**config.mk**
```make
export PLATFORM = sky130hd
export DESIGN_NAME = ysyx_25020047_ifu
export DESIGN_NICKNAME = d
export VERILOG_FILES = /design/src/rtl/ysyx_25020047_ifu.sv
export SDC_FILE = /design/constraint.sdc
export NUM_CORES = 1
export LEC_CHECK = 0
export CAP_MARGIN = 30
export CORE_MARGIN = 4
export CORE_UTILIZATION = 35
export DETAILED_ROUTE_END_ITERATION = 12
export MAX_ROUTING_LAYER = met4
export PLACE_DENSITY_LB_ADDON = 0.1
export SYNTH_ARGS = -nofsm -noshare
export SYNTH_HDL_FRONTEND = slang
export SYNTH_SLANG_ARGS = --single-unit
```
**constraint.sdc**
```tcl
create_clock -name clk -period 3.2 [get_ports clk]
set_input_delay 0.48 -clock clk [delete_from_list [all_inputs] [get_ports clk]]
set_output_delay 0.48 -clock clk [all_outputs]
set_load 0.1 [all_outputs]
```
**src/rtl/ysyx_25020047_ifu.sv**
```systemverilog
`default_nettype none
// ============================================================================
//  Module   : ysyx_25020047_ifu
//  Brief    : Non-pipelined instruction fetch unit: owns the PC, fetches one
//             word per PC, issues it to decode, waits for write-back's dnpc.
//  Revision : 1.0
// ============================================================================
module ysyx_25020047_ifu #(
    parameter int              XLEN     = 32,
    parameter logic [XLEN-1:0] RESET_PC = 32'h8000_0000
) (
    input  logic            clk,
    input  logic            rst,
    output logic            req_valid,
    output logic [XLEN-1:0] req_addr,
    input  logic            req_ready,
    input  logic            rsp_valid,
    input  logic [XLEN-1:0] rsp_data,
    input  logic            rsp_err,
    output logic            inst_valid,
    output logic [XLEN-1:0] inst,
    output logic [XLEN-1:0] pc,
    output logic [XLEN-1:0] snpc,
    input  logic            inst_ready,
    input  logic            wb_valid,
    input  logic [XLEN-1:0] wb_dnpc,
    output logic            wb_ready,
    output logic            fault,
    output logic [1:0]      fault_code
);

    typedef enum logic [2:0] {
        S_IDLE  = 3'd0,
        S_REQ   = 3'd1,
        S_RESP  = 3'd2,
        S_ISSUE = 3'd3,
        S_WB    = 3'd4,
        S_FAULT = 3'd5
    } state_t;

    localparam logic [1:0]      c_FAULT_NONE  = 2'd0;
    localparam logic [1:0]      c_FAULT_ALIGN = 2'd1;
    localparam logic [1:0]      c_FAULT_RSP   = 2'd2;
    localparam logic [XLEN-1:0] c_INST_STEP   = XLEN'(4);

    state_t          r_state;
    logic [XLEN-1:0] r_pc;
    logic [XLEN-1:0] r_inst;
    logic            r_req_valid;
    logic            r_inst_valid;
    logic            r_wb_ready;
    logic            r_fault;
    logic [1:0]      r_fault_code;

    // Handshake outputs are flops updated with the state, so no input reaches them combinationally.
    always_ff @(posedge clk) begin
        if (rst) begin
            r_state      <= S_IDLE;
            r_pc         <= RESET_PC;
            r_inst       <= '0;
            r_req_valid  <= 1'b0;
            r_inst_valid <= 1'b0;
            r_wb_ready   <= 1'b0;
            r_fault      <= 1'b0;
            r_fault_code <= c_FAULT_NONE;
        end else begin
            case (r_state)
                S_IDLE: begin
                    r_state     <= S_REQ;
                    r_req_valid <= 1'b1;
                end
                S_REQ: begin
                    if (req_ready) begin
                        r_state     <= S_RESP;
                        r_req_valid <= 1'b0;
                    end
                end
                S_RESP: begin
                    if (rsp_valid) begin
                        if (rsp_err) begin
                            r_state      <= S_FAULT;
                            r_fault      <= 1'b1;
                            r_fault_code <= c_FAULT_RSP;
                        end else begin
                            r_state      <= S_ISSUE;
                            r_inst       <= rsp_data;
                            r_inst_valid <= 1'b1;
                        end
                    end
                end
                S_ISSUE: begin
                    if (inst_ready) begin
                        r_state      <= S_WB;
                        r_inst_valid <= 1'b0;
                        r_wb_ready   <= 1'b1;
                    end
                end
                S_WB: begin
                    if (wb_valid) begin
                        r_wb_ready <= 1'b0;
                        if (wb_dnpc[1:0] == 2'b00) begin
                            r_state     <= S_REQ;
                            r_pc        <= wb_dnpc;
                            r_req_valid <= 1'b1;
                        end else begin
                            r_state      <= S_FAULT;
                            r_fault      <= 1'b1;
                            r_fault_code <= c_FAULT_ALIGN;
                        end
                    end
                end
                S_FAULT: begin
                    r_state <= S_FAULT;
                end
                default: begin
                    r_state      <= S_IDLE;
                    r_req_valid  <= 1'b0;
                    r_inst_valid <= 1'b0;
                    r_wb_ready   <= 1'b0;
                end
            endcase
        end
    end

    assign req_valid  = r_req_valid;
    assign req_addr   = r_pc;
    assign inst_valid = r_inst_valid;
    assign inst       = r_inst;
    assign pc         = r_pc;
    assign snpc       = r_pc + c_INST_STEP;
    assign wb_ready   = r_wb_ready;
    assign fault      = r_fault;
    assign fault_code = r_fault_code;

endmodule
`default_nettype wire
```
======== Word-level counts from Yosys, hierarchy flattened ========
Index checks and enable logic that the tools add are counted.
storage, ports and cells
  flip-flop bits (word level) ............. 73
  latch bits .............................. 0
  bits in writable memories ............... 0
  ROM bits ................................ 0
  input bits .............................. 71
  word-level logic and storage cells ...... 67
  memories kept ........................... 0
operators by class
  add/sub/neg operators ................... 1
  multiply operators ...................... 0
  div/mod/pow operators ................... 0
  magnitude comparators ................... 0
  eq/ne operators ......................... 13
  shifts and indexed selects .............. 0
  muxes and demuxes ....................... 28
  bitwise gates (word level) .............. 4
  reduce and logical (&&, ||, !) cells .... 13
operator list
  operator                 count
  $add A32 B3 Y32 const B  1
  $mux W3                  6
  $pmux W3 S6              1
  $ne A2 B2 Y1 const B     8
  $mux W1                  12
  $reduce_and A4 Y1        3
  $reduce_and A3 Y1        3
  $mux W2                  4
  $reduce_or A4 Y1         2
  $eq A3 B2 Y1 const B     2
  $eq A3 B3 Y1 const B     2
  $pmux W1 S3              2
  $reduce_and A5 Y1        1
  $not A1 Y1               4
  $pmux W1 S4              1
  $pmux W2 S2              1
  $eq A3 B1 Y1 const B     1
  $logic_not A3 Y1         1
  $reduce_or A3 Y1         1
  $logic_not A2 Y1         1
  $pmux W1 S2              1
  $reduce_bool A2 Y1       1

======== Depth between registers and ports, before layout ========
Gate-level depths: netlist of the first run.
  depth in word-level cells ............... 4
  mapped depth ............................ 6

======== Least setup slack after synthesis of the first run ========
Ideal clock, no wire load.
  path kind ............................... register -> output
  start point ............................. register r_pc[2] (netlist: pc[2])
  end point ............................... output port snpc[22]
  arrival time ............................ 3,664 ps
  data required time ...................... 2,720 ps
  setup slack ............................. -944 ps
  cell stages (with the launch flop) ...... 6
  buffers on the path ..................... 0
  path through ............................ dfxtp_1 > ha_1 > nand4_1 > nor3_2 > nand4_1 > xnor2_1
on the way
  longest elaborated chain between the ends .. 1
RTL lines
  item                    line  text
  from (decl)             47    logic [XLEN-1:0] r_pc;
  from (signal assigned)  103   r_pc <= wb_dnpc;
  $add A32 B3 Y32         130   assign snpc = r_pc + c_INST_STEP;
  to (decl)               23    output logic [XLEN-1:0] snpc,
No other way between the ends.

======== Worst setup path in the final report of the first run ========
  start point ............................. register r_pc[2] (netlist: pc[2])
  end point ............................... output port snpc[26]
The elaborated chain is that of the path after synthesis.

==> reports/metrics.cfg, run 1 <==
[yosys]
synth_top_flop_cell=dfxtp_1
synth_top_area_share=0.4139
synth_top_family_by_area=simple AND/OR/NAND/NOR gates
synthDistinctLibCells=45
syn_nets=529
synthSimpleGateAreaFrac=0.2704
syn_area_per_cell_um2=7.726
async_reset_ff_frac=0
ys_seq_elements=73
synth_compound_area_frac=0.1304
syn-cell-area_um2=3531
synth_top_area_cell=dfxtp_1
synthMuxAreaShare=0
synth_edf_count=0
yosys.area_share.adder=0.003544
synthTopCellsByArea=dfxtp_1 (41%), nand2_1 (14%), a21oi_1 (9.4%)
syn_inst=457
ys_warn_count=0
synth_xor_area_frac=0.06945
ys_seq_area_frac=0.4139

[timing]
max_freq_ghz=0.3488
rsz0062_at_grt=no
slew_headroom=0.3350
hold_viol_final=0
skew_ns=0.009928
fin_crit_sh=0.8959
min_period_ns=2.867
slew_viol_final=0
setup_viol=0
tightest_slew_ns=0.9944

[place]
gp_congestion=0.8936
portBuffers=204
dpl.hpwl_um=8424
postPlaceCellArea_um2=5758

[cells_and_area]
antenna_cells=0
stdcell_area_um2=5978
fin_util=0.6088
syn_to_final_growth_pct=69.31
drive_gt1_frac=0.2768
final_cell_mix=nand2_1 (134), buf_4 (102), clkdlybuf4s50_1 (92)
fin_nets=692
final_common_cell=nand2_1

[setup_path]
path_depth=6
critPathMostFrequentCell=nand4_1
worst-path-buf-inv=1
slowest_stage=nor3_2
cp_top_family=simple AND/OR/NAND/NOR gates
cp_slowest_stage_delay_ns=0.47
start_kind=flip-flop
ff2ff_path_depth=5
crit_required_ns=2.72
cp_max_fo=7
crit_chain=ha_1, nand4_1, nor3_2, nand4_1, xnor2_4, buf_12
cp.arrival_ns=2.39
endpoint_kind=output pin
worstSetupPathType=flip-flop to output pin

[pwr]
intPower_mw=1.521
swShare=0.2713
p_switching_mw=0.5663
pwr-share-clk=0.382
p_leak_nw=2.400
power_density_nw_per_um2=349.2
pwr-share-seq=0.457
comb_power_share=0.161
irDropWorstVdd_mv=0.2108

[routing]
vias=3656
drt-initial-drc-count=145
detail-route-antenna-nets=0
drc=0
finalWirelength_um=11010
first_pass_iters=4
post_drt_via_cell_ratio=4.823
wire_per_inst_um=14.53

[min_path]
hold_depth=2
hold_path_class=input pin to flip-flop

[floorplanning]
placeableCoreArea_um2=9819
die-area_um2=11760
start_util=0.3596
die_h_um=108.4
row_count=36
die_width_um=108.4
pin_count=205

[clock_network]
holdBufCountCts=0
clock-sinks=73
clock_path_buffers=2
cts_buffers=9
postCtsSetupRepairBufs=0
clkLatencyLatePin_ns=0.34
cts_max_level=3
cts_tree=built
cts-resized-gates=0
cts_root_buf=clkbuf_8
path_clk_slew_ns=0.08

[global_route]
overflow=0
grt_max_degree=47
grt_pass1_wl_um=16850
antenna_found_initial=0
grt_pass1_vias=3426
groute.usage.overall=0.1866

[run_status]
status=complete, no violations

[flow_run]
cap_violations=0

worst reg2reg max path, cell delays in order, from the launching register on:
cell and delay (ns):
dfxtp_1 0.61, nand2_1 0.21, or4_1 0.44, buf_4 0.26, nand2_1 0.13, a21oi_1 0.06
sequential cells by signal, indices dropped and copies added (netlist names):
register	count
fault	1
fault_code	2
inst	32
inst_valid	1
pc	32
r_state	3
req_valid	1
wb_ready	1
cells by family after synthesis:
family                   count (synthesis)
adder cells (fa/ha/maj)                  1
XOR/XNOR                                28
flip-flops                              73
AO/OA/AOI/OAI                           84
buffers and inverters                   66
AND/OR/NAND/NOR                        205
synthesized netlist by cell type, drive strengths merged, types with 2 or more instances:
master,n
nor2,13
nand3b,2
nor4,3
nand2,134
nor2b,2
and4,2
nand3,12
a21oi,66
clkbuf,14
o21ai,6
dfxtp,73
xnor2,23
a211oi,3
and2,3
nand2b,3
nor3,3
xor2,5
nor3b,4
nand4,13
and3,6
inv,6
buf,46
o21ba,2
metrics by stage:
| step | std cells | setup WS, ns | TNS [ns] | power, mW | hold WS, ns |
|---|---|---|---|---|---|
| after floorplan | 457 | -0.2359 | -0.5032 | 1.174 | 0.5873 |
| after global placement | 742 | 0.7865 | 0 | 1.310 | 0.4410 |
| after detailed placement | 742 | 0.6890 | 0 | 1.313 | 0.4469 |
| after CTS | 758 | 0.2989 | 0 | 2.114 | 0.3060 |
| after global routing | 758 | 0.1680 | 0 | 2.182 | 0.3069 |
| final | 758 | 0.3330 | 0 | 2.088 | 0.3187 |
final timing paths:
path | from | to | slack, ns
setup / recovery | pc[2] | snpc[26] | 0.33
hold / removal | rst | pc[2] | 0.32
setup reg to reg | r_state[1] | inst[25] | 1.37
hold reg to reg | inst[24] | inst[24] | 0.46
power groups by stage:
stage / logic (mW) / registers (mW) / clock network, mW
floorplan: 0.115 / 1.06 / 0
global placement: 0.335 / 0.974 / 0
detailed placement: 0.338 / 0.975 / 0
CTS: 0.339 / 0.954 / 0.822
global route: 0.356 / 0.958 / 0.868
finish: 0.336 / 0.954 / 0.797
per-layer routing:
metal	routed length, um	GRT usage
met1	4640	0.2189
met5	0	-
met3	907	0.05731
met2	5336	0.3085
met4	129	0.05410
final cells by class:
| class | instances | area, um2 |
|---|---|---|
| Multi-Input combinational cell | 318 | 2068 |
| Clock buffer | 11 | 141.4 |
| Sequential cell | 73 | 1469 |
| Clock inverter | 5 | 78.83 |
| Tap cell | 133 | 166.4 |
| Inverter | 6 | 22.52 |
| Timing Repair Buffer | 212 | 2032 |
| Fill cell | 872 | 3841 |
Power figures use the tool's default switching activity.
==> run 2: changes to the inputs <==
==> constraint.sdc (replaced) <==
create_clock -name clk -period 3.25 [get_ports clk]
set_input_delay 0.4875 -clock clk [delete_from_list [all_inputs] [get_ports clk]]
set_output_delay 0.4875 -clock clk [all_outputs]
set_load 0.1 [all_outputs]
==> run 2 against run 1 <==
Against the previous run:
- clock skew decreased by 0.0050 ns
- critical path depth unchanged
- global-route usage increased by 0.26 points
- non-clock buffer count unchanged
- core utilization increased by 0.75 points
- cell area increased by 1.2%
- die area unchanged
- sequential cell count unchanged
- worst hold slack improved by 0.14 ns
- setup slack improved by 0.088 ns
- clock power increased by 7.8%
- critical endpoint is now snpc[28]
- largest cell class unchanged
- largest power group unchanged
==> reports/metrics.cfg, run 2 (synthesized netlist as in run 1, its figures left out) <==
[clock_network]
cts_root_buf=clkbuf_8  ; unchanged
path_clk_slew_ns=0.08  ; about the same
clock_path_buffers=2  ; unchanged
holdBufCountCts=0  ; unchanged
postCtsSetupRepairBufs=0  ; unchanged
cts_tree=built  ; unchanged
clock-sinks=73  ; unchanged
cts_buffers=9  ; unchanged
clkLatencyLatePin_ns=0.34  ; about the same
cts-resized-gates=0  ; unchanged
cts_max_level=3  ; unchanged

[place]
portBuffers=204  ; unchanged
gp_congestion=0.8979  ; was 0.8936
dpl.hpwl_um=8339  ; was 8424 um
dp.cells=742  ; unchanged

[setup_path]
ff2ff_path_depth=5  ; unchanged
crit_chain=ha_1, nand4_1, nor3_2, nand4_1, xnor2_4, buf_12  ; unchanged
crit_required_ns=2.76  ; was 2.72 ns
worst-path-buf-inv=1  ; unchanged
cp_top_family=simple AND/OR/NAND/NOR gates  ; unchanged
endpoint_kind=output pin  ; unchanged
cp.arrival_ns=2.34  ; was 2.39 ns
r2r_setup_slack_ns=1.42  ; was 1.37 ns
critPathMostFrequentCell=nand4_1  ; unchanged
r2r_start=r_state[1]  ; unchanged
slowest_stage=nor3_2  ; unchanged
cp_max_fo=7  ; unchanged
worstSetupPathType=flip-flop to output pin  ; unchanged
cp_slowest_stage_delay_ns=0.44  ; was 0.47 ns
reg2reg_to=inst[0]  ; was inst[25]
start_kind=flip-flop  ; unchanged

[cells_and_area]
n_fill_cell=871  ; was 872
multiInputGateArea_um2=2087  ; was 2068 um2
layout.cells.non_filler=758  ; unchanged
final_cell_mix=nand2_1 (134), clkdlybuf4s50_1 (112), buf_4 (83)  ; was nand2_1 (134), buf_4 (102), clkdlybuf4s50_1 (92)
syn_to_final_growth_pct=71.40  ; was 69.31%
antenna_cells=0  ; unchanged
drive_gt1_frac=0.2432  ; was 0.2768
final_common_cell=nand2_1  ; unchanged
seq_area_um2=1465  ; was 1469 um2
fin_nets=692  ; unchanged

[timing]
tightest_slew_ns=0.9938  ; was 0.9944 ns
setup_viol=0  ; unchanged
slew_viol_final=0  ; unchanged
min_period_ns=2.829
max_freq_ghz=0.3534
slew_headroom=0.3354  ; was 0.3350
holdWs_ns=0.4556  ; was 0.3187 ns
skew_ns=0.004890  ; was 0.009928 ns
fin_crit_sh=0.8706
rsz0062_at_grt=no  ; unchanged
hold_viol_final=0  ; unchanged

[routing]
drc=0  ; unchanged
wire_per_inst_um=14.42  ; was 14.53 um
routed.top_layer=met4  ; unchanged
first_pass_iters=4  ; unchanged
vias=3625  ; was 3656
finalWirelength_um=10930  ; was 11010 um
drt-initial-drc-count=177  ; was 145
met1_length_um=4562  ; was 4640 um
post_drt_via_cell_ratio=4.782  ; was 4.823
wl_met2_um=5331  ; was 5336 um
met3_length_um=858  ; was 907 um
detail-route-antenna-nets=0  ; unchanged

[floorplanning]
die_h_um=108.4  ; unchanged
pin_count=205  ; unchanged
placeableCoreArea_um2=9819  ; unchanged
row_count=36  ; unchanged
die_width_um=108.4  ; unchanged
die-area_um2=11760  ; unchanged
start_util=0.3596  ; unchanged

[global_route]
grt_pass1_wl_um=17260  ; was 16850 um
overflow=0  ; unchanged
antenna_found_initial=0  ; unchanged
grt_pass1_vias=3583  ; was 3426
groute.usage.overall=0.1893  ; was 0.1866
grt_max_degree=46  ; was 47

[pwr]
p_leak_nw=2.379  ; was 2.400 nW
irDropWorstVdd_mv=0.2262  ; was 0.2108 mV
power_density_nw_per_um2=352.2  ; was 349.2 nW/um2

[min_path]
min-delay-start=inst[30]  ; was rst
worstHoldEndpoint=inst[30]  ; was pc[2]
hold_path_class=flip-flop to flip-flop  ; was input pin to flip-flop
hold_depth=2  ; unchanged

[run_status]
status=complete, no violations  ; unchanged

[flow_run]
cap_violations=0  ; unchanged

-- run 2: changes by cell type in the layout (fill, tap and decap cells not counted), moves of 3 or more --
cell | previous run | this run
dfxtp_2 | 6 | 3
buf_4 | 102 | 83
dfxtp_1 | 67 | 70
clkdlybuf4s50_1 | 92 | 112
-- run 2: worst max path at each step --
stage / from / to / slack [ns] / depth (start not counted)
floorplan: pc[13] / snpc[22] / -0.21 / 4
global placement: pc[2] / snpc[30] / 0.83 / 6
global route: pc[2] / snpc[28] / 0.21 / 6
finish: pc[2] / snpc[28] / 0.42 / 6
CTS: pc[13] / snpc[31] / 0.37 / 5
detailed placement: pc[13] / snpc[31] / 0.76 / 5
-- run 2: tightest hold or removal path, delay by kind of cell, from the launching register on --
| family | cells | cell delay, ns |
|---|---|---|
| AND/OR/NAND/NOR | 1 | 0.05 |
| flip-flops | 1 | 0.31 |
| AO/OA/AOI/OAI | 1 | 0.05 |
-- run 2: area by class of cell --
type                       count  area share
tap                          133     0.02750
clock buffer                   9     0.02047
inverter                       6    0.003721
sequential                    73      0.2421
multi-input combinational    318      0.3448
clock inverter                 7     0.01943
timing repair buffer         212      0.3419
-- run 2: metrics by stage --
step / utilization / power (mW) / TNS (ns) / cell area [um2] / worst slack, ns
3_3_place_gp: 0.5917 / 1.291 / 0 / 5811 / 0.8325
6_report: 0.6163 / 2.132 / 0 / 6052 / 0.4207
5_1_grt: 0.6163 / 2.234 / 0 / 6052 / 0.2127
2_1_floorplan: - / 1.156 / -0.3741 / 3940 / -0.2091
4_1_cts: 0.6163 / 2.162 / 0 / 6052 / 0.3681
3_5_place_dp: 0.5917 / 1.295 / 0 / 5811 / 0.7623
-- run 2: per-layer routing --
metal,vias up,track usage
li1,1811,-
met1,1655,0.2272
met2,145,0.3085
met3,14,0.05075
met4,0,0.06222
met5,-,-
-- run 2: power by group --
part	total, mW	leakage [nW]	switching [mW]	internal (mW)
sequential	0.939	0.591	0.0278	0.911
clock	0.859	0.124	0.348	0.511
combinational	0.333	1.66	0.198	0.135
total	2.13	2.38	0.574	1.56
==> run 3: changes to the inputs <==
--- a/config.mk
+++ b/config.mk
@@ -7,7 +7,7 @@
 export LEC_CHECK = 0
 export CAP_MARGIN = 30
 export CORE_MARGIN = 4
-export CORE_UTILIZATION = 35
+export CORE_UTILIZATION = 25
 export DETAILED_ROUTE_END_ITERATION = 12
 export MAX_ROUTING_LAYER = met4
 export PLACE_DENSITY_LB_ADDON = 0.1
==> run 3 against run 2 <==
Against the previous run:
- non-clock buffer count decreased by 1
- critical path depth stayed put
- sequential cell count did not move
- register-to-register slack worse by 0.03 ns
- core utilization decreased by 17 points
==> reports/metrics.cfg, run 3 (synthesized netlist as in run 1, its figures left out) <==
[clock_network]
clock-sinks=73  ; unchanged
cts_root_buf=clkbuf_16  ; was clkbuf_8
cts_max_level=3  ; unchanged
cts-resized-gates=0  ; unchanged
postCtsSetupRepairBufs=0  ; unchanged
path_clk_slew_ns=0.06  ; was 0.08 ns
cts_buffers=9  ; unchanged
holdBufCountCts=0  ; unchanged
clock_path_buffers=2  ; unchanged
cts_tree=built  ; unchanged
clkLatencyLatePin_ns=0.33  ; was 0.34 ns

[floorplanning]
pin_count=205  ; unchanged
row_count=43  ; was 36
die_width_um=126.8  ; was 108.4 um
die_h_um=126.8  ; was 108.4 um
placeableCoreArea_um2=13880  ; was 9819 um2
die-area_um2=16090  ; was 11760 um2
start_util=0.2544  ; was 0.3596

[pwr]
pwr-share-clk=0.442  ; was 0.403
pwr-share-seq=0.412  ; was 0.441
comb_power_share=0.146  ; was 0.156
power_density_nw_per_um2=370.6  ; was 352.2 nW/um2
intPower_mw=1.696  ; was 1.558 mW
irDropWorstVdd_mv=0.2384  ; was 0.2262 mV
p_leak_nw=2.405  ; was 2.379 nW
power_mw=2.287  ; was 2.132 mW
p_switching_mw=0.5913  ; was 0.5740 mW
swShare=0.2585  ; was 0.2693

[place]
portBuffers=204  ; unchanged
dpl.hpwl_um=8856  ; was 8339 um
gp_congestion=0.8406  ; was 0.8979
dp.cells=788  ; was 742

[timing]
tightest_slew_ns=1.000  ; was 0.9938 ns
slew_headroom=0.3312  ; was 0.3354
rsz0062_at_grt=no  ; unchanged
max_freq_ghz=0.3524  ; was 0.3534 GHz
fin_crit_sh=0.8730  ; was 0.8706
min_period_ns=2.837  ; was 2.829 ns
slew_viol_final=0  ; unchanged
setup_viol=0  ; unchanged
fin_setup_tns_ns=0  ; unchanged
hold_viol_final=0  ; unchanged
skew_ns=0.006959  ; was 0.004890 ns

[routing]
drt-initial-drc-count=222  ; was 177
wire_per_inst_um=14.65  ; was 14.42 um
finalWirelength_um=11750  ; was 10930 um
first_pass_iters=4  ; unchanged
drc=0  ; unchanged
vias=3629  ; was 3625
detail-route-antenna-nets=0  ; unchanged
post_drt_via_cell_ratio=4.525  ; was 4.782

[setup_path]
slowest_stage=nor3_2  ; unchanged
crit_chain=ha_1, nand4_1, nor3_2, nand4_1, xnor2_4, buf_12  ; unchanged
crit_required_ns=2.76  ; about the same
cp_slowest_stage_delay_ns=0.47  ; was 0.44 ns
cp_max_fo=7  ; unchanged
endpoint_kind=output pin  ; unchanged
critPathMostFrequentCell=nand4_1  ; unchanged
worstSetupPathType=flip-flop to output pin  ; unchanged
start_kind=flip-flop  ; unchanged
cp.arrival_ns=2.35  ; was 2.34 ns

[global_route]
grt_max_degree=39  ; was 46
antenna_found_initial=0  ; unchanged
overflow=0  ; unchanged
grt_pass1_wl_um=18500  ; was 17260 um
groute.usage.overall=0.1481  ; was 0.1893
grt_pass1_vias=3595  ; was 3583

[flow_run]
cap_violations=0  ; unchanged

[cells_and_area]
final_cell_mix=nand2_1 (134), clkdlybuf4s50_1 (109), buf_4 (84)  ; was nand2_1 (134), clkdlybuf4s50_1 (112), buf_4 (83)
drive_gt1_frac=0.2444  ; was 0.2432
seq_area_um2=1465  ; unchanged
fin_nets=691  ; was 692
antenna_cells=0  ; unchanged
syn_to_final_growth_pct=74.77  ; was 71.40%
n_fill_cell=1402  ; was 871
fin_util=0.4446  ; was 0.6163
multiInputGateArea_um2=2087  ; unchanged
final_common_cell=nand2_1  ; unchanged
layout.cells.non_filler=802  ; was 758

[min_path]
hold_path_class=flip-flop to flip-flop  ; unchanged

[run_status]
status=complete, no violations  ; unchanged

[run 3: cell count changes in the layout (fill, tap and decap cells not counted), sizes merged]
cell / before / now
clkdlybuf4s50: 112 / 109
bufinv: 3 / 1
clkinv: 3 / 0
clkinvlp: 0 / 1
inv: 7 / 6
buf: 100 / 102
clkbuf: 9 / 12
[run 3: final cells by class]
| type | count | share of cell area |
|---|---|---|
| flip-flops and latches | 73 | 0.2374 |
| multi-input cells | 318 | 0.3382 |
| inverters | 6 | 0.003650 |
| clock inverters | 2 | 0.006083 |
| well taps | 180 | 0.03650 |
| repair buffers | 211 | 0.3350 |
| clock buffers | 12 | 0.04319 |
[run 3: power groups by stage]
stage / Clock (mW) / Sequential, mW / Combinational, mW
2_1_floorplan: 0 / 1.04 / 0.113
3_3_place_gp: 0 / 0.960 / 0.336
3_5_place_dp: 0 / 0.961 / 0.336
4_1_cts: 1.06 / 0.941 / 0.337
5_1_grt: 1.10 / 0.945 / 0.354
6_report: 1.01 / 0.942 / 0.334
[run 3: worst paths after layout]
| check | startpoint | to | slack (ns) | cells past startpoint |
|---|---|---|---|---|
| hold reg to reg | inst[24] | inst[24] | 0.45 | 2 |
| hold / removal | inst[24] | inst[24] | 0.45 | 2 |
| setup reg to reg | r_state[2] | pc[11] | 1.39 | 5 |
| setup / recovery | pc[2] | snpc[30] | 0.41 | 6 |
[run 3: layer usage]
layer / global-route usage / routed length [um] / up-vias
met5: - / 0 / -
met4: 0.05741 / 216 / 0
met3: 0.04295 / 851 / 16
met2: 0.2329 / 5539 / 139
met1: 0.1794 / 5146 / 1660
li1: - / - / 1814
[run 3: through the flow]
stage / hold WS [ns] / area [um2] / worst slack (ns)
floorplan: 0.5873 / 3940 / -0.2091
global placement: 0.4407 / 5867 / 0.7688
detailed placement: 0.4505 / 5867 / 0.7308
CTS: 0.4596 / 6171 / 0.3574
global route: 0.4778 / 6171 / 0.2214
finish: 0.4548 / 6171 / 0.4127
[run 3: worst max-delay path, delay by kind of cell (launching register included)]
kind	cells	cell delay, ns
fa+ha+maj	1	0.25
flops	1	0.38
buf+inv	1	0.19
simple gates	3	0.96
xor+xnor	1	0.23
==> patch (config.mk and constraints of run 2) <==
Make the reset (`rst`) asynchronous in one clocked block.
--- a/src/rtl/ysyx_25020047_ifu.sv
+++ b/src/rtl/ysyx_25020047_ifu.sv
@@ -55,3 +55,3 @@
     // Handshake outputs are flops updated with the state, so no input reaches them combinationally.
-    always_ff @(posedge clk) begin
+    always_ff @(posedge clk or posedge rst) begin
         if (rst) begin
Formal check against the unedited RTL: differs if rst is asserted again (counterexample within 4 cycles, from zero or initial values and one cycle with rst high); with rst held inactive, the same outputs for 10 cycles.
==> patch against run 2 <==
  * Sequential cell count did not move
  * Wire length fell by 9.6%
  * Synthesized area is 3.3% higher
  * Worst hold slack worse by 0.078 ns
  * Cell area increased by 1.3%
  * Final cell count fell by 17%
  * Worst setup slack lost 0.33 ns
  * Highest routed layer unchanged
Power is not shown: default switching activity piles up to over one toggle a cycle in this logic, so the estimate is an artifact.
==> patch: results (changes against run 2) <==
\begin{tabular}{lr}
\hline
Metric & Value \\
\hline
\multicolumn{2}{l}{\textbf{STA}} \\
\quad Worst-case hold slack & 0.378 ns (-0.0776 ns) \\
\quad Worst Skew & 0.00522 ns (+0.000329 ns) \\
\quad Worst rel slew slack & 33.2\% (-0.35 points) \\
\multicolumn{2}{l}{\textbf{Setup path}} \\
\quad Slowest library cell on the worst path & sky130\_fd\_sc\_hd\_\_or4b\_1 \\
\quad Highest cell delay on the worst timing path & 0.71 ns (+0.27 ns) \\
\quad Worst endpoint data arrival time & 2.67 ns (+0.33 ns) \\
\quad Reg-to-Reg Start & r\_state[0] \\
\quad Worst reg-to-reg path cell count & 4 (-1) \\
\quad Family with the most delay on the worst path & simple AND/OR/NAND/NOR gates \\
\quad Critical path peak fanout & 10 (+3) \\
\quad Critical path startpoint & pc[8] \\
\quad RR Endpoint & inst[5] \\
\multicolumn{2}{l}{\textbf{Detailed routing}} \\
\quad Average wire per standard cell & 15.7 um (+8.8\%) \\
\quad Number of DRC markers in iteration 0 & 126 (-29\%) \\
\quad Mean number of vias per cell & 4.71 (-1.4\%) \\
\multicolumn{2}{l}{\textbf{Global route}} \\
\quad Total routing usage reported by global routing & 16.8\% (-2.1 points) \\
\quad Wire length of the first global-routing pass & 15100 um (-12\%) \\
\quad Maximum number of pins on one net before global-route repair & 48 (+4.3\%) \\
\quad Vias in the first global route & 2931 (-18\%) \\
\quad Met1 Use GR & 21.8\% (-0.91 points) \\
\quad Fraction of met3 tracks used by global routing & 4.02\% (-1.1 points) \\
\quad Met2 track demand over resource in global routing & 25.5\% (-5.4 points) \\
\multicolumn{2}{l}{\textbf{Final layout}} \\
\quad Final nets & 561 (-19\%) \\
\quad Fraction of final layout cells with drive strength greater than 1 & 47.4\% (+23 points) \\
\quad FILL cells & 890 (+2.2\%) \\
\multicolumn{2}{l}{\textbf{Logic synthesis}} \\
\quad Syn Nets & 383 (-28\%) \\
\quad Count of unique library cells instantiated by Yosys & 34 (-24\%) \\
\quad Most frequently used flop master after synthesis & sky130\_fd\_sc\_hd\_\_dfrtp\_1 \\
\quad Cell types occupying the most area after synthesis & sky130\_fd\_sc\_hd\_\_dfrtp\_1 49\%, sky130\_fd\_sc\_hd\_\_mux2\_2 19\%, sky130\_fd\_sc\_hd\_\_buf\_4 7.0\% \\
\quad Leading cell types by count after synthesis & 72 x sky130\_fd\_sc\_hd\_\_dfrtp\_1, 62 x sky130\_fd\_sc\_hd\_\_mux2\_2, 34 x sky130\_fd\_sc\_hd\_\_buf\_4 \\
\quad Seq/Total Area, Yosys & 50.1\% (+8.7 points) \\
\quad Synth async-reset ratio & 100\% (+100 points) \\
\multicolumn{2}{l}{\textbf{Outcome}} \\
\quad Outcome & completed \\
\multicolumn{2}{l}{\textbf{Place}} \\
\quad Total half-perimeter wirelength after legalization and detailed placement & 7670 um (-8.1\%) \\
\quad Placer's final routability congestion estimate & 0.736 (-18\%) \\
\multicolumn{2}{l}{\textbf{Min path}} \\
\quad Class of the tightest hold or removal check & input port to asynchronous set/reset pin \\
\hline
\end{tabular}
[patch: cell count changes in the layout (fill, tap and decap cells not counted), sizes merged, moves of 62 or more]
cell          run 2  this run
mux2              0        62
dfrtp             0        72
dfxtp            73         0
nand2           134        17
a21oi            66         3
[patch: area by class of cell]
class | instances | area, um2 | area share, %
clock buffers | 11 | 151 | 2.47
clock inverters | 5 | 77.6 | 1.27
inverters | 9 | 35.0 | 0.572
multi-input cells | 185 | 1750 | 28.6
flip-flops and latches | 73 | 1850 | 30.3
well taps | 136 | 170 | 2.78
repair buffers | 211 | 2090 | 34.1
[patch: cells by family (layout without fill, tap and decap cells)]
group / count (synthesis) / count (layout) / share of synthesized area (%)
flops: 73 / 73 / 50.1
simple gates: 81 / 81 / 12.1
fa+ha+maj: 1 / 1 / 0.343
compound gates: 13 / 13 / 2.30
mux: 62 / 62 / 19.1
buf+inv: 53 / 236 / 9.33
xor+xnor: 28 / 28 / 6.72
[patch: worst max path at each step]
stage                     to  slack, ns  cells past startpoint
CTS                 snpc[27]       0.05                      5
finish              snpc[23]       0.09                      5
detailed placement  snpc[23]       0.44                      5
floorplan           snpc[19]       -0.1                      5
global placement    snpc[27]       0.47                      5
global route        snpc[25]      -0.05                      5
[patch: metrics by stage]
step	worst slack (ns)	cells	cell area, um2	util, %	setup TNS (ns)
detailed placement	0.444	614	5890	57.6	0
floorplan	-0.0978	311	3930	-	-0.184
CTS	0.0500	630	6120	59.8	0
global placement	0.470	613	5860	57.3	0
global route	-0.0481	630	6130	59.9	-0.0916
finish	0.0935	630	6130	59.9	0
[patch: repair_timing]
action,in CTS,in global routing
resized for setup,0,2
hold buffers,0,0
setup endpoints to repair,0,4
[patch: routing by layer]
layer	vias up	part of all wire, %
met5	-	0
met4	0	1.3
met1	1441	42
met3	10	8.7
li1	1388	-
met2	131	48
